## config.mk

```make
export PLATFORM = sky130hd
export DESIGN_NAME = instr_fetch_flat
export DESIGN_NICKNAME = d
export VERILOG_FILES = /design/src/rtl/instr_fetch_pkg.sv /design/src/rtl/instr_fetch_if.sv /design/src/rtl/instr_fetch_pc_target_calc.sv /design/src/rtl/instr_fetch.sv /design/src/flat_wrapper.sv
export SDC_FILE = /design/constraint.sdc
export NUM_CORES = 1
export LEC_CHECK = 0
export BUFFER_PORTS_ARGS = -buffer_cell sky130_fd_sc_hd__buf_2
export CAP_MARGIN = 30
export CORE_UTILIZATION = 45
export CTS_BUF_LIST = sky130_fd_sc_hd__clkbuf_8
export DETAILED_ROUTE_END_ITERATION = 8
export GPL_TIMING_DRIVEN = 0
export PLACE_DENSITY = 0.71
export SLEW_MARGIN = 15
export SYNTH_ARGS = -nofsm -noshare
export SYNTH_HDL_FRONTEND = slang
export SYNTH_HIERARCHICAL = 1
export SYNTH_SLANG_ARGS = --single-unit
```

## constraint.sdc

```tcl
create_clock -name clk -period 2.75 [get_ports clk]
set_clock_uncertainty 0.2 [all_clocks]
set_input_delay 0.6875 -clock clk [delete_from_list [all_inputs] [get_ports clk]]
set_output_delay 0.6875 -clock clk [all_outputs]
set_load 0.02 [all_outputs]
```

## src/rtl/instr_fetch_pkg.sv

```systemverilog
`default_nettype none
// ============================================================================
// Module      : instr_fetch_pkg
// Description : Shared types and constants for the instruction fetch stage:
//               PC mux select encodings, fetch FSM state type, word size.
// Revision    : 1.0 - initial release
// ============================================================================
package instr_fetch_pkg;

    // PC mux select encodings produced by the decoder
    localparam logic [1:0] PC_SEL_JR  = 2'b00;
    localparam logic [1:0] PC_SEL_BR  = 2'b01;
    localparam logic [1:0] PC_SEL_J   = 2'b10;
    localparam logic [1:0] PC_SEL_SEQ = 2'b11;

    // Bytes per instruction word; sequential PC step
    localparam int unsigned INSTR_BYTES = 4;

    // Fetch FSM states (single outstanding memory request)
    typedef enum logic [1:0] {
        S_IDLE = 2'd0,
        S_REQ  = 2'd1,
        S_WAIT = 2'd2,
        S_FULL = 2'd3
    } fetch_state_t;

endpackage
`default_nettype wire

```

## src/rtl/instr_fetch_if.sv

```systemverilog
`default_nettype none
// ============================================================================
// Module      : instr_fetch_if
// Description : Instruction-memory request channel and decoder handshake
//               channel of the fetch stage. master = fetch stage view,
//               slave = memory/decoder view.
// Revision    : 1.0 - initial release
// ============================================================================
interface instr_fetch_if;

    logic        imem_req;
    logic [31:0] imem_addr;
    logic        imem_gnt;
    logic        imem_rvalid;
    logic [31:0] imem_rdata;

    logic        id_valid;
    logic        id_ready;
    logic [31:0] id_instr;
    logic [31:0] id_pc;

    modport master (
        output imem_req, imem_addr, id_valid, id_instr, id_pc,
        input  imem_gnt, imem_rvalid, imem_rdata, id_ready
    );

    modport slave (
        input  imem_req, imem_addr, id_valid, id_instr, id_pc,
        output imem_gnt, imem_rvalid, imem_rdata, id_ready
    );

endinterface
`default_nettype wire

```

## src/rtl/instr_fetch_pc_target_calc.sv

```systemverilog
`default_nettype none
// ============================================================================
// Module      : instr_fetch_pc_target_calc
// Description : Combinational redirect decision and target computation from
//               the decoder's PC mux select and the branch condition.
// Revision    : 1.0 - initial release
// ============================================================================
module instr_fetch_pc_target_calc
    import instr_fetch_pkg::*;
(
    input  logic [1:0]  sel,
    input  logic        br_taken,
    input  logic        redir_valid,
    input  logic [31:0] redir_pc,
    input  logic [31:0] redir_instr,
    input  logic [31:0] rs_value,
    output logic        redir,
    output logic [31:0] target,
    output logic        misalign
);

    logic [31:0] w_seq;
    logic [31:0] w_br_off;
    logic [31:0] w_br_target;
    logic [31:0] w_j_target;
    logic [31:0] w_jr_target;
    logic        w_unused_opcode;

    // Sequential address wraps at 32 bits; all targets are word aligned
    assign w_seq       = redir_pc + 32'(INSTR_BYTES);
    assign w_br_off    = {{14{redir_instr[15]}}, redir_instr[15:0], 2'b00};
    assign w_br_target = w_seq + w_br_off;
    assign w_j_target  = {w_seq[31:28], redir_instr[25:0], 2'b00};
    assign w_jr_target = {rs_value[31:2], 2'b00};

    // Opcode bits are decoded upstream; only the immediate fields matter here
    assign w_unused_opcode = ^redir_instr[31:26];

    // Redirect decision, target select and register-jump alignment flag
    always_comb begin
        redir    = redir_valid && (sel != PC_SEL_SEQ) && ((sel != PC_SEL_BR) || br_taken);
        target   = w_jr_target;
        misalign = 1'b0;
        case (sel)
            PC_SEL_BR: target = w_br_target;
            PC_SEL_J:  target = w_j_target;
            default:   target = w_jr_target;
        endcase
        if (redir && (sel == PC_SEL_JR) && (rs_value[1:0] != 2'b00)) begin
            misalign = 1'b1;
        end
    end

endmodule
`default_nettype wire

```

## src/rtl/instr_fetch.sv

```systemverilog
`default_nettype none
// ============================================================================
// Module      : instr_fetch
// Description : Fetch stage. Holds the PC, issues one outstanding request to
//               instruction memory, latches the returned word and hands it to
//               the decoder with valid/ready. Applies decoder redirects.
// Revision    : 1.0 - initial release
// ============================================================================
module instr_fetch
    import instr_fetch_pkg::*;
#(
    parameter logic [31:0] RESET_PC = 32'h0000_0000
) (
    input  logic        clk,
    input  logic        rst_n,
    instr_fetch_if.master bus,
    input  logic        redir_valid,
    input  logic [1:0]  pc_mux_sel,
    input  logic        br_taken,
    input  logic [31:0] redir_pc,
    input  logic [31:0] redir_instr,
    input  logic [31:0] rs_value,
    output logic        misalign_err
);

    fetch_state_t r_state;
    fetch_state_t w_state_nxt;
    logic [31:0]  r_pc;
    logic [31:0]  w_pc_nxt;
    logic         r_kill;
    logic         w_kill_nxt;
    logic         r_id_valid;
    logic         w_id_valid_nxt;
    logic [31:0]  r_id_instr;
    logic [31:0]  w_id_instr_nxt;
    logic [31:0]  r_id_pc;
    logic [31:0]  w_id_pc_nxt;
    logic         r_imem_req;
    logic [31:0]  r_imem_addr;
    logic         r_misalign;

    logic         w_redir;
    logic [31:0]  w_target;
    logic         w_misalign;

    instr_fetch_pc_target_calc u_target (
        .sel         (pc_mux_sel),
        .br_taken    (br_taken),
        .redir_valid (redir_valid),
        .redir_pc    (redir_pc),
        .redir_instr (redir_instr),
        .rs_value    (rs_value),
        .redir       (w_redir),
        .target      (w_target),
        .misalign    (w_misalign)
    );

    // State, PC, kill flag, decoder register and registered memory request
    always_ff @(posedge clk or negedge rst_n) begin
        if (!rst_n) begin
            r_state     <= S_IDLE;
            r_pc        <= RESET_PC;
            r_kill      <= 1'b0;
            r_id_valid  <= 1'b0;
            r_id_instr  <= 32'd0;
            r_id_pc     <= 32'd0;
            r_imem_req  <= 1'b0;
            r_imem_addr <= RESET_PC;
            r_misalign  <= 1'b0;
        end else begin
            r_state     <= w_state_nxt;
            r_pc        <= w_pc_nxt;
            r_kill      <= w_kill_nxt;
            r_id_valid  <= w_id_valid_nxt;
            r_id_instr  <= w_id_instr_nxt;
            r_id_pc     <= w_id_pc_nxt;
            // Request is driven from the next state so it is high exactly in S_REQ
            r_imem_req  <= (w_state_nxt == S_REQ);
            r_imem_addr <= w_pc_nxt;
            r_misalign  <= w_misalign;
        end
    end

    // Next-state logic; a redirect in any state overrides the PC
    always_comb begin
        w_state_nxt    = r_state;
        w_pc_nxt       = w_redir ? w_target : r_pc;
        w_kill_nxt     = r_kill;
        w_id_valid_nxt = r_id_valid;
        w_id_instr_nxt = r_id_instr;
        w_id_pc_nxt    = r_id_pc;
        case (r_state)
            S_IDLE: begin
                w_state_nxt = S_REQ;
            end
            S_REQ: begin
                if (bus.imem_gnt) begin
                    w_state_nxt = S_WAIT;
                    // Granted word belongs to the old path; drop it on return
                    if (w_redir) begin
                        w_kill_nxt = 1'b1;
                    end
                end
            end
            S_WAIT: begin
                if (bus.imem_rvalid) begin
                    if (r_kill || w_redir) begin
                        w_kill_nxt  = 1'b0;
                        w_state_nxt = S_REQ;
                    end else begin
                        w_id_instr_nxt = bus.imem_rdata;
                        w_id_pc_nxt    = r_pc;
                        w_id_valid_nxt = 1'b1;
                        w_state_nxt    = S_FULL;
                    end
                end else if (w_redir) begin
                    w_kill_nxt = 1'b1;
                end
            end
            S_FULL: begin
                // Redirect wins over a simultaneous consume; PC is not stepped
                if (w_redir) begin
                    w_id_valid_nxt = 1'b0;
                    w_state_nxt    = S_REQ;
                end else if (bus.id_ready) begin
                    w_pc_nxt       = r_pc + 32'(INSTR_BYTES);
                    w_id_valid_nxt = 1'b0;
                    w_state_nxt    = S_REQ;
                end
            end
            default: begin
                w_state_nxt = S_IDLE;
            end
        endcase
    end

    assign bus.imem_req  = r_imem_req;
    assign bus.imem_addr = r_imem_addr;
    assign bus.id_valid  = r_id_valid;
    assign bus.id_instr  = r_id_instr;
    assign bus.id_pc     = r_id_pc;
    assign misalign_err  = r_misalign;

endmodule
`default_nettype wire
```

## src/flat_wrapper.sv

```systemverilog
// flat-port wrapper written by rule: the top's interface ports become plain ports
module instr_fetch_flat import instr_fetch_pkg::*;
#(
    parameter logic [31:0] RESET_PC = 32'h0000_0000
)
  (clk, rst_n, redir_valid, pc_mux_sel, br_taken, redir_pc, redir_instr, rs_value, misalign_err, bus_imem_req, bus_imem_addr, bus_id_valid, bus_id_instr, bus_id_pc, bus_imem_gnt, bus_imem_rvalid, bus_imem_rdata, bus_id_ready);
  instr_fetch_if bus_i ();
  input  logic clk;
  input  logic rst_n;
  input  logic redir_valid;
  input  logic [1:0] pc_mux_sel;
  input  logic br_taken;
  input  logic [31:0] redir_pc;
  input  logic [31:0] redir_instr;
  input  logic [31:0] rs_value;
  output logic misalign_err;
  output wire logic [$bits(bus_i.imem_req)-1:0] bus_imem_req;
  output wire logic [$bits(bus_i.imem_addr)-1:0] bus_imem_addr;
  output wire logic [$bits(bus_i.id_valid)-1:0] bus_id_valid;
  output wire logic [$bits(bus_i.id_instr)-1:0] bus_id_instr;
  output wire logic [$bits(bus_i.id_pc)-1:0] bus_id_pc;
  input wire logic [$bits(bus_i.imem_gnt)-1:0] bus_imem_gnt;
  input wire logic [$bits(bus_i.imem_rvalid)-1:0] bus_imem_rvalid;
  input wire logic [$bits(bus_i.imem_rdata)-1:0] bus_imem_rdata;
  input wire logic [$bits(bus_i.id_ready)-1:0] bus_id_ready;
  assign bus_imem_req = bus_i.imem_req;
  assign bus_imem_addr = bus_i.imem_addr;
  assign bus_id_valid = bus_i.id_valid;
  assign bus_id_instr = bus_i.id_instr;
  assign bus_id_pc = bus_i.id_pc;
  assign bus_i.imem_gnt = bus_imem_gnt;
  assign bus_i.imem_rvalid = bus_imem_rvalid;
  assign bus_i.imem_rdata = bus_imem_rdata;
  assign bus_i.id_ready = bus_id_ready;
  instr_fetch #(.RESET_PC(RESET_PC)) u_core (.clk(clk), .rst_n(rst_n), .bus(bus_i), .redir_valid(redir_valid), .pc_mux_sel(pc_mux_sel), .br_taken(br_taken), .redir_pc(redir_pc), .redir_instr(redir_instr), .rs_value(rs_value), .misalign_err(misalign_err));
endmodule
```

==> results by group <==
Run status
  – Status: complete, but fails checks
  – Violated checks: negative setup slack

Min path
  – Hold WC Path Type: input port to asynchronous set/reset pin

Place
  – DP HPWL: around 17 mm
  – GPL Wtd Cong: around 0.94
  – IO Port Bufs: between 200 and 250

Power and ir drop
  – P per Cell Area: between 600 and 700 nW/um^2
  – Pleak: ~0.005 uW
  – Maximum VDD drop: 307 uV

Synthesis
  – Dominant synthesized flop cell: dfrtp_1
  – Yosys reg bits: 102
  – Count of cell types in the netlist: 73
  – Top cell type by total area after synthesis: dfrtp_1
  – Synth top area cells: dfrtp_1 34%, mux2_2 9.1%, ha_1 6.7%
  – Synth Area in Compound Gates: 0.168
  – Adder-Cell Fraction of Synth Area: 0.0699
  – Synth Instances: 813
  – Syn_nets: just under 1k
  – Sequential area share after synthesis: 0.343
  – Avg Cell Area, Syn: between 9 and 10 um^2
  – Post-Synth XOR/XNOR Area: 0.0682
  – Largest family of logic cells by synthesized area: simple AND/OR/NAND/NOR gates
  – Synth Cell Area: between 7000 and 8000 um^2
  – Simple-gate share of the synthesized area: 0.198
  – Post-synth EDFFs: 0
  – Post-synth top area share: 0.343
  – Mux cell area share after synthesis: 0.108
  – Syn. warnings: 6
  – FFs w/ async S/R, synth: 1.00

GRT
  – Largest net degree at the start of global routing: 55
  – Total grt overflow: 0
  – Gr usage total: 0.266
  – Initial antenna violation count: 0
  – Vias in the first global route: 7,028
  – First-pass GRT wire length: roughly 35 mm

Timing
  – Clock period minus worst slack: 3.57 ns
  – Min Hold Slack: between 0.02 and 0.03 ns
  – Final WS setup: -0.825 ns
  – RSZ-0062 raised after global routing: true
  – Least-Margin Pin Slew: approximately 0.77 ns
  – Final setup vio count: 26
  – Final hold viol count: 0
  – Setup TNS: -16.42 ns
  – Fin crit share: 1.30
  – Slew HR: 0.485
  – Final Max Tran Viols: 0
  – FMAX: between 0.2 and 0.3 GHz

Setup path
  – Required time of the critical path: about 2.8 ns
  – Largest fanout on the critical path: 4
  – Worst setup path end: u_core/bus.imem_addr[15]$_DFF_PN0_
  – Critical-path cell list: buf_8 > ha_4 > buf_4 > buf_4 > buf_6 > nand3_4 > xnor2_2 > ha_4 > nand4b_1 > buf_4 > and2_4 > o41ai_4 > buf_4 > nor2_2 > xnor2_2 > a221oi_2 > nor2_2 > nor2_1 > a31oi_1
  – Setup CP Type: input port to register
  – Slowest-stage cell, CP: o41ai_4
  – Most common cell on crit path: buf_4
  – Flop2flop setup slack: 0.19 ns
  – CP Capture Type: register
  – Crit path DAT: roughly 3.6 ns
  – Worst Setup SP: redir_pc[2]
  – Worst path max stage delay: between 0.3 and 0.4 ns
  – CP Launch Type: input port
  – Worst r2r src: u_core/bus.imem_addr[6]$_DFF_PN0_
  – R2R cell count: 6
  – RR Endpoint: u_core/bus.imem_addr[18]$_DFF_PN0_

Drt
  – Via count: about 8.0k
  – Antenna Violating Nets Remaining: 0
  – DRC: 0
  – WL final: roughly 25 mm
  – Pre-antenna DRT Iters: 5
  – Initial DRC Count: about 560
  – Vias/cell: around 6
  – WL/cell: 18.6 um

Cells and area
  – Final net count: ~1.3k
  – Fillers: 1,245
  – Ant. Diodes: 0
  – Layout area overhead: 43.7%
  – Layout cell share with drive strength beyond 1: 0.484

Floorplan
  – Core Region: between 15,000 and 20,000 um^2
  – Io pins: 236
  – Die Height: 131 um
  – Die Wd: ~130 um
  – Die area: between 15,000 and 20,000 um^2
  – Initial Utilization: 0.465
  – Rows: 46

Clock network
  – CTS tree: yes
  – Number of H-tree levels: 3
  – Root Driver: clkbuf_8
  – CTS sink cnt: roughly 100
  – Total CTS buffers: 9
  – Max clock buf depth: 2
  – Clock slew at reported path FFs: around 0.12 ns
  – Clk_lat worst skew: between 0.3 and 0.4 ns

Job
  – Max Cap Viol: 0
## routing by layer
metal,share of wire,vias up,track usage
li1,-,3650,-
met1,0.40,3779,0.349
met2,0.48,463,0.453
met3,0.095,79,0.0423
met4,0.031,0,0.0710
met5,0,-,0
## worst max-delay path: cells and delay by family
family | cells | cell delay, ns
AOI/OAI and AO/OA | 3 | 0.68
xor gates and xnor gates | 2 | 0.23
adders and majority gates | 2 | 0.46
and+or+nand+nor | 6 | 0.69
buffers and inverters | 6 | 0.86
## how the worst min path moves through the flow
stage / endpoint / slack (ns)
3_5_place_dp: u_core/bus.id_instr[4]$_DFFE_PN0P_ / 0.27
2_1_floorplan: u_core/bus.id_instr[0]$_DFFE_PN0P_ / 0.19
6_report: u_core/bus.id_instr[28]$_DFFE_PN0P_ / 0.03
3_3_place_gp: u_core/bus.id_instr[8]$_DFFE_PN0P_ / 0.26
5_1_grt: u_core/bus.id_instr[10]$_DFFE_PN0P_ / 0.05
4_1_cts: u_core/bus.id_instr[10]$_DFFE_PN0P_ / 0.04
## power breakdown
group | internal, uW | switching [uW] | leakage, uW
Clock | 343 | 558 | 0.0000959
Combinational | 1360 | 1840 | 0.00360
Sequential | 2000 | 351 | 0.00129
Total | 3700 | 2740 | 0.00499
## layout make-up
class | count | area, um^2 | share of cell area
multi-input combinational | 644 | 5400 | 0.505
tap | 216 | 270 | 0.0253
sequential | 102 | 2550 | 0.239
timing repair buffer | 309 | 1920 | 0.180
buffer | 36 | 272 | 0.0254
clock inverter | 7 | 56.3 | 0.00526
inverter | 27 | 101 | 0.00947
clock buffer | 9 | 124 | 0.0116
## per-stage QoR
stage / utilization / setup slack (ns) / std cells / area, um^2 / total power (uW)
after global placement: 0.565 / -1.37 / 1258 / 9030 / 5090
after CTS: 0.628 / -0.718 / 1322 / 10100 / 6240
after global routing: 0.669 / -0.984 / 1350 / 10700 / 6850
after floorplan: - / -0.735 / 813 / 7620 / 4150
after detailed placement: 0.567 / -1.41 / 1259 / 9070 / 5150
final: 0.669 / -0.825 / 1350 / 10700 / 6450
## layout by cell type, fill, tap and decap left out, drive strengths merged, types with 4 or more instances in the layout
master	netlist	layout
a211oi	5	5
a21o	11	11
a21oi	38	38
a221oi	10	10
a22oi	16	16
a311oi	4	4
a31oi	18	18
and2	7	7
and3	14	14
and4	9	9
buf	15	323
clkbuf	23	30
clkinv	0	4
dfrtp	102	102
ha	40	40
inv	27	30
mux2	67	67
mux2i	5	5
nand2	57	57
nand2b	7	7
nand3	35	35
nand4	20	20
nor2	72	72
nor2b	4	4
nor3	8	8
nor4	12	12
o211ai	6	6
o21ai	51	51
o31ai	14	14
or2	5	5
or3	10	10
or4	15	15
xnor2	41	41
xor2	17	17
## cell usage after synthesis (all sizes together) (4+ instances only)
master	n
ha	40
a22oi	16
inv	27
xnor2	41
nor2	72
xor2	17
mux2	67
dfrtp	102
o31ai	14
and2	7
nand2	57
nor2b	4
or2	5
o21ai	51
a21o	11
nor4	12
nand4	20
o211ai	6
clkbuf	23
mux2i	5
nor3	8
buf	15
a221oi	10
a211oi	5
nand3	35
a21oi	38
and3	14
or3	10
and4	9
a31oi	18
a311oi	4
or4	15
nand2b	7
## logic make-up after synthesis
group           after synthesis
simple gates                283
mux                          72
buf+inv                      67
compound gates              190
fa+ha+maj                    41
flops                       102
xor+xnor                     58
## state kept, by name (all words and copies together) (netlist names)
name                  cells
u_core/bus.id_instr      32
u_core/bus.id_pc         32
u_core/bus.id_valid       1
u_core/bus.imem_addr     32
u_core/bus.imem_req       1
u_core/misalign_err       1
u_core/r_kill             1
u_core/r_state            2
## what timing repair did
item,4_1_cts,5_1_grt
endpoints found under the setup margin,100,92
hold buffers,0,0
pin swaps,107,105
buffers inserted,50,28
resized for setup,99,91
Note: power is estimated with default switching activity, not from simulation.
